## src/rtl/uart_tx_framer.sv

```systemverilog
// UART transmitter with valid/ready byte intake and elaboration-time frame format.
// The bit period is F/BAUD clocks. Optional parity, 1-2 stop bits, ASCII offset added at capture.
module uart_tx_framer #(
  parameter int unsigned F         = 50000000,
  parameter int unsigned BAUD      = 115200,
  parameter int unsigned DATA_BITS = 8,
  parameter int unsigned PARITY    = 0,
  parameter int unsigned STOP_BITS = 1,
  parameter int unsigned ASCII_OFS = 0
) (
  input  logic                 clk,
  input  logic                 rst,
  input  logic [DATA_BITS-1:0] data,
  input  logic                 valid,
  output logic                 ready,
  output logic                 tx,
  output logic                 busy
);

  localparam int unsigned DIV   = F / BAUD;
  localparam int unsigned CNT_W = (DIV < 2) ? 1 : $clog2(DIV);
  localparam int unsigned IDX_W = $clog2(DATA_BITS + 1);

  localparam logic [CNT_W-1:0]     CNT_LAST  = CNT_W'(DIV - 1);
  localparam logic [IDX_W-1:0]     DATA_LAST = IDX_W'(DATA_BITS - 1);
  localparam logic [IDX_W-1:0]     STOP_LAST = IDX_W'(STOP_BITS - 1);
  localparam logic [DATA_BITS-1:0] OFS       = DATA_BITS'(ASCII_OFS);
  localparam logic                 PAR_ODD   = (PARITY == 1);

  if (DIV < 2) begin : g_bad_div
    $error("uart_tx_framer: F/BAUD must be at least 2");
  end
  if (DATA_BITS < 5 || DATA_BITS > 9) begin : g_bad_bits
    $error("uart_tx_framer: DATA_BITS must be 5..9");
  end
  if (PARITY > 2) begin : g_bad_par
    $error("uart_tx_framer: PARITY must be 0, 1 or 2");
  end
  if (STOP_BITS < 1 || STOP_BITS > 2) begin : g_bad_stop
    $error("uart_tx_framer: STOP_BITS must be 1 or 2");
  end

  typedef enum logic [2:0] {
    S_IDLE,
    S_START,
    S_DATA,
    S_PAR,
    S_STOP
  } state_t;

  state_t               state_q, state_d;
  logic [CNT_W-1:0]     cnt_q, cnt_d;
  logic [IDX_W-1:0]     idx_q, idx_d;
  logic [DATA_BITS-1:0] shift_q, shift_d;
  logic                 par_q, par_d;
  logic                 tx_q, tx_d;
  logic [DATA_BITS-1:0] cap;
  logic                 bit_end;

  // Next-state and datapath; tx_d is the line level for the next clock period.
  always_comb begin
    state_d = state_q;
    cnt_d   = cnt_q;
    idx_d   = idx_q;
    shift_d = shift_q;
    par_d   = par_q;
    tx_d    = tx_q;
    cap     = data + OFS;
    bit_end = (cnt_q == CNT_LAST);

    if (state_q != S_IDLE) begin
      cnt_d = bit_end ? '0 : cnt_q + CNT_W'(1);
    end

    case (state_q)
      S_IDLE: begin
        tx_d  = 1'b1;
        cnt_d = '0;
        idx_d = '0;
        if (valid) begin
          shift_d = cap;
          par_d   = (^cap) ^ PAR_ODD;
          tx_d    = 1'b0;
          state_d = S_START;
        end
      end
      S_START: begin
        if (bit_end) begin
          tx_d    = shift_q[0];
          state_d = S_DATA;
        end
      end
      S_DATA: begin
        if (bit_end) begin
          if (idx_q == DATA_LAST) begin
            idx_d = '0;
            if (PARITY != 0) begin
              tx_d    = par_q;
              state_d = S_PAR;
            end else begin
              tx_d    = 1'b1;
              state_d = S_STOP;
            end
          end else begin
            idx_d   = idx_q + IDX_W'(1);
            shift_d = shift_q >> 1;
            tx_d    = shift_d[0];
          end
        end
      end
      S_PAR: begin
        if (bit_end) begin
          tx_d    = 1'b1;
          state_d = S_STOP;
        end
      end
      S_STOP: begin
        tx_d = 1'b1;
        if (bit_end) begin
          if (idx_q == STOP_LAST) begin
            idx_d   = '0;
            state_d = S_IDLE;
          end else begin
            idx_d = idx_q + IDX_W'(1);
          end
        end
      end
      default: begin
        tx_d    = 1'b1;
        state_d = S_IDLE;
      end
    endcase
  end

  always_ff @(posedge clk or negedge rst) begin
    if (!rst) begin
      state_q <= S_IDLE;
      cnt_q   <= '0;
      idx_q   <= '0;
      shift_q <= '0;
      par_q   <= 1'b0;
      tx_q    <= 1'b1;
    end else begin
      state_q <= state_d;
      cnt_q   <= cnt_d;
      idx_q   <= idx_d;
      shift_q <= shift_d;
      par_q   <= par_d;
      tx_q    <= tx_d;
    end
  end

  assign tx    = tx_q;
  assign ready = (state_q == S_IDLE);
  assign busy  = (state_q != S_IDLE);

endmodule
```

## config.mk

```make
export PLATFORM = sky130hd
export DESIGN_NAME = uart_tx_framer
export DESIGN_NICKNAME = d
export VERILOG_FILES = /design/src/rtl/uart_tx_framer.sv
export SDC_FILE = /design/constraint.sdc
export NUM_CORES = 1
export LEC_CHECK = 0
export ABC_AREA = 1
export CAP_MARGIN = 20
export CORE_AREA = 2 2 60 62
export DETAILED_ROUTE_END_ITERATION = 16
export DIE_AREA = 0 0 62 64
export PLACE_DENSITY = 0.64
export SLEW_MARGIN = 10
export SYNTH_ARGS = -nofsm -noshare
export SYNTH_HDL_FRONTEND = slang
export SYNTH_SLANG_ARGS = --single-unit
```

## constraint.sdc

```tcl
create_clock -name clk -period 1.6 [get_ports clk]
set_input_delay 0.48 -clock clk [delete_from_list [all_inputs] [get_ports clk]]
set_output_delay 0.48 -clock clk [all_outputs]
set_load 0.02 [all_outputs]
```

**Word level (Yosys, flattened, before mapping)**

Index checks and enable logic that the tools add are counted.

- Equality and inequality tests: 14
- Add/subtract/negate cells: 2
- Multiplexer cells: 26
- Reduce and logical (&&, ||, !) cells: 10

Operators by type and width:

| kind | number |
|---|---|
| two-way mux 9 bit | 3 |
| two-way mux 8 bit | 3 |
| two-way mux 3 bit | 7 |
| two-way mux 4 bit | 4 |
| != test 2 bit, second input constant | 8 |
| case mux 8 bit (2 select lines) | 1 |
| case mux 3 bit (5 select lines) | 1 |
| case mux 4 bit (3 select lines) | 1 |
| adder 9 x 1 -> 9 bit, second input constant | 1 |
| == test 9 bit, second input constant | 1 |
| AND reduction 7 bit | 1 |
| == test 3 x 2 -> 1 bit, second input constant | 2 |
| AND reduction 3 bit | 2 |
| nonzero test 3 bit | 2 |
| two-way mux 1 bit | 5 |
| adder 4 x 1 -> 4 bit, second input constant | 1 |
| == test 4 x 3 -> 1 bit, second input constant | 1 |
| logical NOT 4 bit | 1 |
| case mux 1 bit (4 select lines) | 1 |
| AND reduction 4 bit | 1 |
| nonzero test 2 bit | 2 |
| == test 3 x 1 -> 1 bit, second input constant | 1 |
| == test 3 bit, second input constant | 1 |
| logical NOT 3 bit | 1 |

- Output and inout bits: 3
- Input port bits: 11
- Register bits: 25

**Longest topological paths before layout**

Gate-level depths: netlist of run 1.

- Depth in word-level cells: 4
- Depth in mapped cells: 11
- Mapped depth without buffers: 11

**Worst setup path after synthesis of run 1**

Ideal clock, no wire load.

- Path kind: flip-flop to output port
- From: register state_q[0]
- To: output ready
- Data arrival time: 1,036 ps
- Slack: 84 ps
- Path buffers: 0
- Stages on the path, launching flop included: 4
- Path through: dfrtp_1 nor2_1 nand2_2 inv_1

- Word-level cells in the longest chain between the ends: 1

Ends and longest elaborated chain:

| what | line | RTL |
|---|---|---|
| from (decl) | 51 | `state_t state_q, state_d;` |
| from (signal assigned) | 144 | `state_q <= state_d;` |
| logical NOT 3 bit | 154 | `assign ready = (state_q == S_IDLE);` |
| to (decl) | 15 | `output logic ready,` |

Every way passes these cells.

**Worst setup path in the final report of run 1**

- From: register state_q[0]
- To: output busy

- Word-level cells in the longest chain between the ends: 1

Ends and longest elaborated chain:

| what | line | RTL |
|---|---|---|
| nonzero test 3 bit | 155 | `assign busy = (state_q != S_IDLE);` |
| to (decl) | 17 | `output logic busy` |

Every way passes these cells.

==> impl_metrics.csv, run 1 <==
group,metric,value,unit
global_routing,grt_pass1_wl,5180,um
die,core_area,3280,um2
clock_network,cts_root_buf,"clkbuf_4",
yosys,postSynthAreaPerCell,7.70,um2
layout,nets,238,
timing,rsz0062_at_grt,"yes",
layout,final_common_cell,"nand2_1",
routing,ant_nets,0,
routing,drc,0,
routing,viasPerCell,4.81,
placement,place_ws,-0.160,ns
power,p_sw_share,43.9,%
routing,detail_route.iter0.violations,67,
timing,fin_worst_skew,0.00481,ns
worst_setup_path,required,1.12,ns
clock_network,numClockSinks,25,
routing,drt-pass1-iter-count,4,
power,comb_power_share,59.5,%
timing,final-hold-violation-count,0,
layout,antennaDiodeCount,0,
layout,final_cell_mix,"nand2_1 (45), dfrtp_1 (24), nor2_1 (23), inv_1 (19), buf_4 (19)",
timing,period_share,105,%
worst_setup_path,r2r_slack,0.13,ns
die,start_util,43.4,%
power,p_sw,1.36,mW
yosys,yosysWarnings,0,
die,dieArea,3970,um2
die,num_rows,21,
timing,slew_headroom,76.3,%
worst_hold_path,min_path_type,"in2async",
worst_setup_path,crit_path_start_kind,"flop",
timing,clock.fmax,0.598,GHz
outcome,outcome,"finished with violations",
clock_network,h-tree-depth,1,
worst_setup_path,cp_max_fo,2,
global_routing,grtUsageTotal,16.9,%
worst_setup_path,r2r_start,"state_q[2]$_DFFE_PN0P_",
placement,place.gp.congestion,0.852,
global_routing,grt_overflow,0,
placement,io_buffers,13,
die,dieHeight,64,um
global_routing,grt_pass1_vias,1232,
power,internal-power,1.74,mW
worst_setup_path,rr_worst_depth,7,
clock_network,worstSkewPairLatency,0.33,ns
clock_network,numCtsBuffers,3,
routing,totalWireLength,2990,um
timing,post-route-min-period,1.67,ns
layout,area_growth,29.2,%
clock_network,clk_pin_slew,0.15,ns
routing,vias,1288,
run,drv_cap,0,
yosys,syn-instance-count,185,
placement,hpwl,2200,um
layout,layout-drive-gt1-share,29.3,%
power,p_leak,0.902,nW
die,die_x,62,um
power,ir_worst_vdd,683,uV
worst_setup_path,critPathCaptureType,"output pin",
layout,final_cells,268,
yosys,ys_seq_area_share,44.0,%
placement,place_inst,257,
worst_setup_path,critPathKind,"reg2out",
power,power_frac_seq,30.7,%
die,io-pin-count,14,
yosys,synth_area,1420,um2
timing,setup_viol,2,
routing,wl_per_cell,11.2,um
outcome,violations,"negative setup slack",
global_routing,grt_max_degree,26,
timing,finalSetupTns,-0.126,ns
layout,finalInstanceArea,1840,um2
timing,tightestPinTransition,0.352,ns
clock_network,cts_max_path_buffers,2,
timing,maxSlewViolCount,0,
worst_setup_path,r2r-end,"shift_q[7]$_DFFE_PN0P_",
placement,dpl-instance-area,1710,um2
power,powerDensity,1690,nW/um2
yosys,syn_nets,200,
clock_network,tritoncts,"yes",
worst_setup_path,cp_data_arrival_time,1.19,ns
yosys,synth_cell_type_count,20,
yosys,ys_ff_latch,25,
global_routing,antenna_found_initial,0,
timing,setup_ws,-0.0727,ns
power,clockPowerShare,9.8,%
==> state kept, by name, summed over array words and instances (netlist names) <==
register / cells
cnt_q: 9
idx_q: 4
shift_q: 8
state_q: 3
tx: 1
==> final cells by class <==
class	instances	area [um2]
clock buffer	3	22.5
clock inverter	1	7.51
fill	306	1450
inverter	23	86.3
multi-input combinational	137	757
sequential	25	627
tap	46	57.6
timing repair buffer	33	282
==> what timing repair did <==
item / 4_1_cts / 5_1_grt
gates resized for setup: 19 / 15
pin swaps: 1 / 2
buffers inserted: 1 / 5
hold buffers: 0 / 0
setup endpoints to repair: 6 / 18
gates cloned: 0 / 1
==> metrics by stage <==
stage	utilization, %	total power, mW	hold slack [ns]
floorplan	-	2.00	0.184
global placement	51.9	2.49	0.461
detailed placement	51.9	2.54	0.468
CTS	53.3	2.89	0.493
global route	56.0	3.39	0.517
finish	56.0	3.10	0.486
==> cells by family (layout without fill, tap and decap cells) <==
| logic type | Yosys count | count (layout) | synth area share [%] |
|---|---|---|---|
| and+or+nand+nor | 107 | 108 | 33.7 |
| DFF | 25 | 25 | 44.0 |
| buffers and inverters | 24 | 60 | 6.85 |
| AOI/OAI and AO/OA | 22 | 22 | 10.1 |
| adders and majority gates | 4 | 4 | 3.52 |
| xor gates and xnor gates | 3 | 3 | 1.85 |
==> power by group through the flow <==
| stage | combinational [mW] | clock [mW] | sequential [mW] |
|---|---|---|---|
| floorplan | 1.01 | 0 | 0.989 |
| global placement | 1.53 | 0 | 0.962 |
| detailed placement | 1.57 | 0 | 0.976 |
| CTS | 1.62 | 0.310 | 0.964 |
| global route | 2.07 | 0.335 | 0.984 |
| finish | 1.85 | 0.303 | 0.953 |
==> how the worst max path moves through the flow <==
stage | start | depth (start not counted) | endpoint
6_report | state_q[0]$_DFFE_PN0P_ | 4 | busy
5_1_grt | state_q[0]$_DFFE_PN0P_ | 4 | busy
4_1_cts | state_q[1]$_DFFE_PN0P_ | 4 | busy
3_5_place_dp | state_q[0]$_DFFE_PN0P_ | 4 | ready
3_3_place_gp | state_q[0]$_DFFE_PN0P_ | 4 | ready
2_1_floorplan | state_q[0]$_DFFE_PN0P_ | 3 | ready
==> critical path: stages, from the launching register on <==
cell	delay, ns
dfrtp_1	0.41
nor2_2	0.15
nand2_2	0.07
buf_6	0.12
buf_6	0.12
==> cell usage after synthesis <==
library cell   n  area (um2)
a21oi_1        4        20.0
buf_6          1        11.3
dfrtp_1       24         601
dfstp_2        1        26.3
ha_1           4        50.1
inv_1         22        82.6
inv_2          1        3.75
nand2_1       51         191
nand2_2        3        18.8
nand2_4        1        11.3
nand3_1       11        55.1
nand3_4        1        17.5
nor2_1        27         101
nor3_1         6        30.0
nor3_4         1        16.3
o21ai_0        9        45.0
o21ai_2        9        78.8
or2_2          6        37.5
xnor2_1        1        8.76
xor2_1         2        17.5
==> metal layers <==
| layer | global-route usage [%] | vias to the layer above | wire (um) |
|---|---|---|---|
| met5 | 0 | - | 0 |
| met4 | 4.79 | 0 | 30 |
| met3 | 3.64 | 5 | 122 |
| met2 | 27.6 | 23 | 1460 |
| met1 | 22.1 | 605 | 1380 |
| li1 | - | 655 | - |
No activity file was read; power rests on OpenSTA's default activity.
==> inputs of run 2 (changes only) <==
--- a/config.mk
+++ b/config.mk
@@ -7,10 +7,11 @@
 export LEC_CHECK = 0
 export ABC_AREA = 1
 export CAP_MARGIN = 20
-export CORE_AREA = 2 2 60 62
+export CORE_AREA = 2 2 57 59
+export CTS_BUF_LIST = sky130_fd_sc_hd__clkbuf_4
 export DETAILED_ROUTE_END_ITERATION = 16
-export DIE_AREA = 0 0 62 64
-export PLACE_DENSITY = 0.64
+export DIE_AREA = 0 0 59 61
+export PLACE_DENSITY = 0.7
 export SLEW_MARGIN = 10
 export SYNTH_ARGS = -nofsm -noshare
 export SYNTH_HDL_FRONTEND = slang
==> run 2 against run 1 <==
The flow still finishes with violations (negative setup slack). Via count decreased by 2.4%. Clock power shrank 5%. Sequential cell count stayed put. Critical path type unchanged. Largest power group unchanged.
==> impl_metrics.csv, run 2 (same netlist as run 1, synthesis figures left out) <==
group,metric,value,unit
outcome,outcome,"finished with violations",
outcome,violations,"negative setup slack",
worst_setup_path,crit_path_start_kind,"flop",
power,powerDensity,1680,nW/um2
routing,drc,0,
global_routing,grt_pass1_vias,1173,
clock_network,h-tree-depth,1,
timing,setup_ws,-0.0957,ns
layout,largest_register,"cnt_q",
worst_setup_path,required,1.12,ns
clock_network,tritoncts,"yes",
clock_network,numClockSinks,25,
routing,wl_per_cell,11.7,um
worst_setup_path,cp_max_fo,3,
die,dieHeight,61,um
worst_setup_path,r2r_start,"state_q[1]$_DFFE_PN0P_",
die,die_x,59,um
timing,post-route-min-period,1.70,ns
clock_network,cts_root_buf,"clkbuf_4",
timing,rsz0062_at_grt,"yes",
clock_network,worstSkewPairLatency,0.32,ns
worst_setup_path,rr_worst_depth,10,
power,p_leak,0.900,nW
clock_network,cts_hold_buf,0,
worst_setup_path,cp_data_arrival_time,1.22,ns
worst_setup_path,path_common_cell,"buf_6",
clock_network,numCtsBuffers,3,
worst_setup_path,crit_chain,"nor2_2 -> nand2_2 -> buf_6 -> buf_6",
routing,ant_nets,0,
timing,setup_viol,2,
global_routing,grt_pass1_wl,4740,um
worst_setup_path,crit_buf_inv,2,
routing,drt-pass1-iter-count,4,
power,clockPowerShare,9.4,%
timing,final-hold-violation-count,0,
power,p_sw,1.36,mW
layout,layout.filler_cells,269,
global_routing,grt_util_met1,19.7,%
power,ir_worst_vdd,1050,uV
timing,fin_worst_skew,0.00589,ns
power,p_sw_share,44.2,%
worst_setup_path,crit_family,"flip-flops",
worst_hold_path,min_path_type,"in2async",
die,dieArea,3600,um2
worst_setup_path,cp_slowest_cell,"dfrtp_1",
routing,vias,1257,
global_routing,busiest_layer,"met2",
layout,reg.largest.list,"cnt_q (9), shift_q (8), idx_q (4)",
worst_setup_path,cp.depth,4,
layout,final_util,61.9,%
layout,largest_reg_flops,9,
layout,nets,234,
power,comb_power_share,59.4,%
die,io-pin-count,14,
global_routing,grtUsageTotal,17.5,%
timing,period_share,106,%
placement,place_ws,-0.194,ns
layout,final_cell_mix,"nand2_1 (45), dfrtp_1 (24), nor2_1 (21), inv_1 (20), buf_4 (14)",
die,num_rows,20,
placement,io_buffers,13,
worst_setup_path,critPathCaptureType,"output pin",
die,start_util,48.2,%
global_routing,met2_usage,32.2,%
power,power_frac_seq,31.2,%
timing,clock.fmax,0.590,GHz
global_routing,met3_usage,2.77,%
placement,hpwl,2200,um
clock_network,clk_pin_slew,0.14,ns
layout,final_common_cell,"nand2_1",
worst_setup_path,critPathKind,"reg2out",
routing,detail_route.iter0.violations,40,
global_routing,grt_max_degree,26,
timing,tightestPinTransition,0.248,ns
clock_network,cts_max_path_buffers,2,
layout,layout-drive-gt1-share,28.4,%
power,internal-power,1.72,mW
worst_setup_path,critPathMaxStageDelay,0.41,ns
layout,area_growth,28.4,%
placement,place.gp.congestion,0.874,
timing,slew_headroom,83.4,%
global_routing,grt_overflow,0,
routing,viasPerCell,5.01,
timing,maxSlewViolCount,0,
routing,totalWireLength,2930,um
global_routing,antenna_found_initial,0,
worst_setup_path,startpoint,"state_q[0]$_DFFE_PN0P_",
die,core_area,2950,um2
run,drv_cap,0,
layout,antennaDiodeCount,0,
run 2: final timing paths:
check	to	slack, ns
setup reg to reg	idx_q[0]$_DFFE_PN0P_	0.08
max in group asynchronous	tx$_DFFE_PN1P_	0.88
hold / removal	cnt_q[4]$_DFF_PN0_	0.48
setup / recovery	busy	-0.1
min in group clk	shift_q[7]$_DFFE_PN0P_	0.50
hold reg to reg	shift_q[7]$_DFFE_PN0P_	0.50
run 2: repair_timing:
action / CTS / global route
endpoints found under the setup margin: 3 / 18
resized for setup: 19 / 23
setup buffers: 3 / 1
pin swaps: 2 / 7
gates cloned: 0 / 1
run 2: worst reg2reg max path, cell delays in order (launching register included):
cell and delay (ns):
dfrtp_1 0.41, buf_4 0.13, buf_4 0.14, inv_4 0.08, nand2_1 0.07, nor2_2 0.16
nand2_1 0.10, nand2_2 0.10, buf_4 0.12, nand2_1 0.05, o21ai_1 0.12
run 2: final cells by class:
class	instances	area [um2]	share of cell area (%)
repair buffers	29	264	14.4
inverters	23	88.8	4.86
well taps	33	41.3	2.26
flip-flops and latches	25	627	34.3
clock inverters	1	5.00	0.274
multi-input cells	137	779	42.6
clock buffers	3	22.5	1.23
run 2: per-layer routing:
layer	wire length (um)	vias to the layer above
met5	0	-
met4	39	0
met3	72	6
met2	1580	16
met1	1240	586
li1	-	649
run 2: power by group through the flow:
stage | logic [mW] | registers, mW | clock network (mW)
floorplan | 1.01 | 0.989 | 0
global placement | 1.49 | 0.960 | 0
detailed placement | 1.54 | 0.973 | 0
CTS | 1.63 | 0.961 | 0.304
global route | 2.02 | 0.989 | 0.326
finish | 1.82 | 0.960 | 0.289
run 2: stage by stage:
| step | cells | cell area (um2) | setup TNS (ns) | hold WS (ns) | power (mW) |
|---|---|---|---|---|---|
| final | 251 | 1830 | -0.186 | 0.480 | 3.07 |
| after global routing | 251 | 1830 | -0.294 | 0.479 | 3.34 |
| after CTS | 249 | 1740 | -0.137 | 0.474 | 2.89 |
| after detailed placement | 242 | 1690 | -0.480 | 0.465 | 2.51 |
| after global placement | 242 | 1690 | -0.307 | 0.459 | 2.45 |
| after floorplan | 185 | 1420 | 0 | 0.184 | 2.00 |
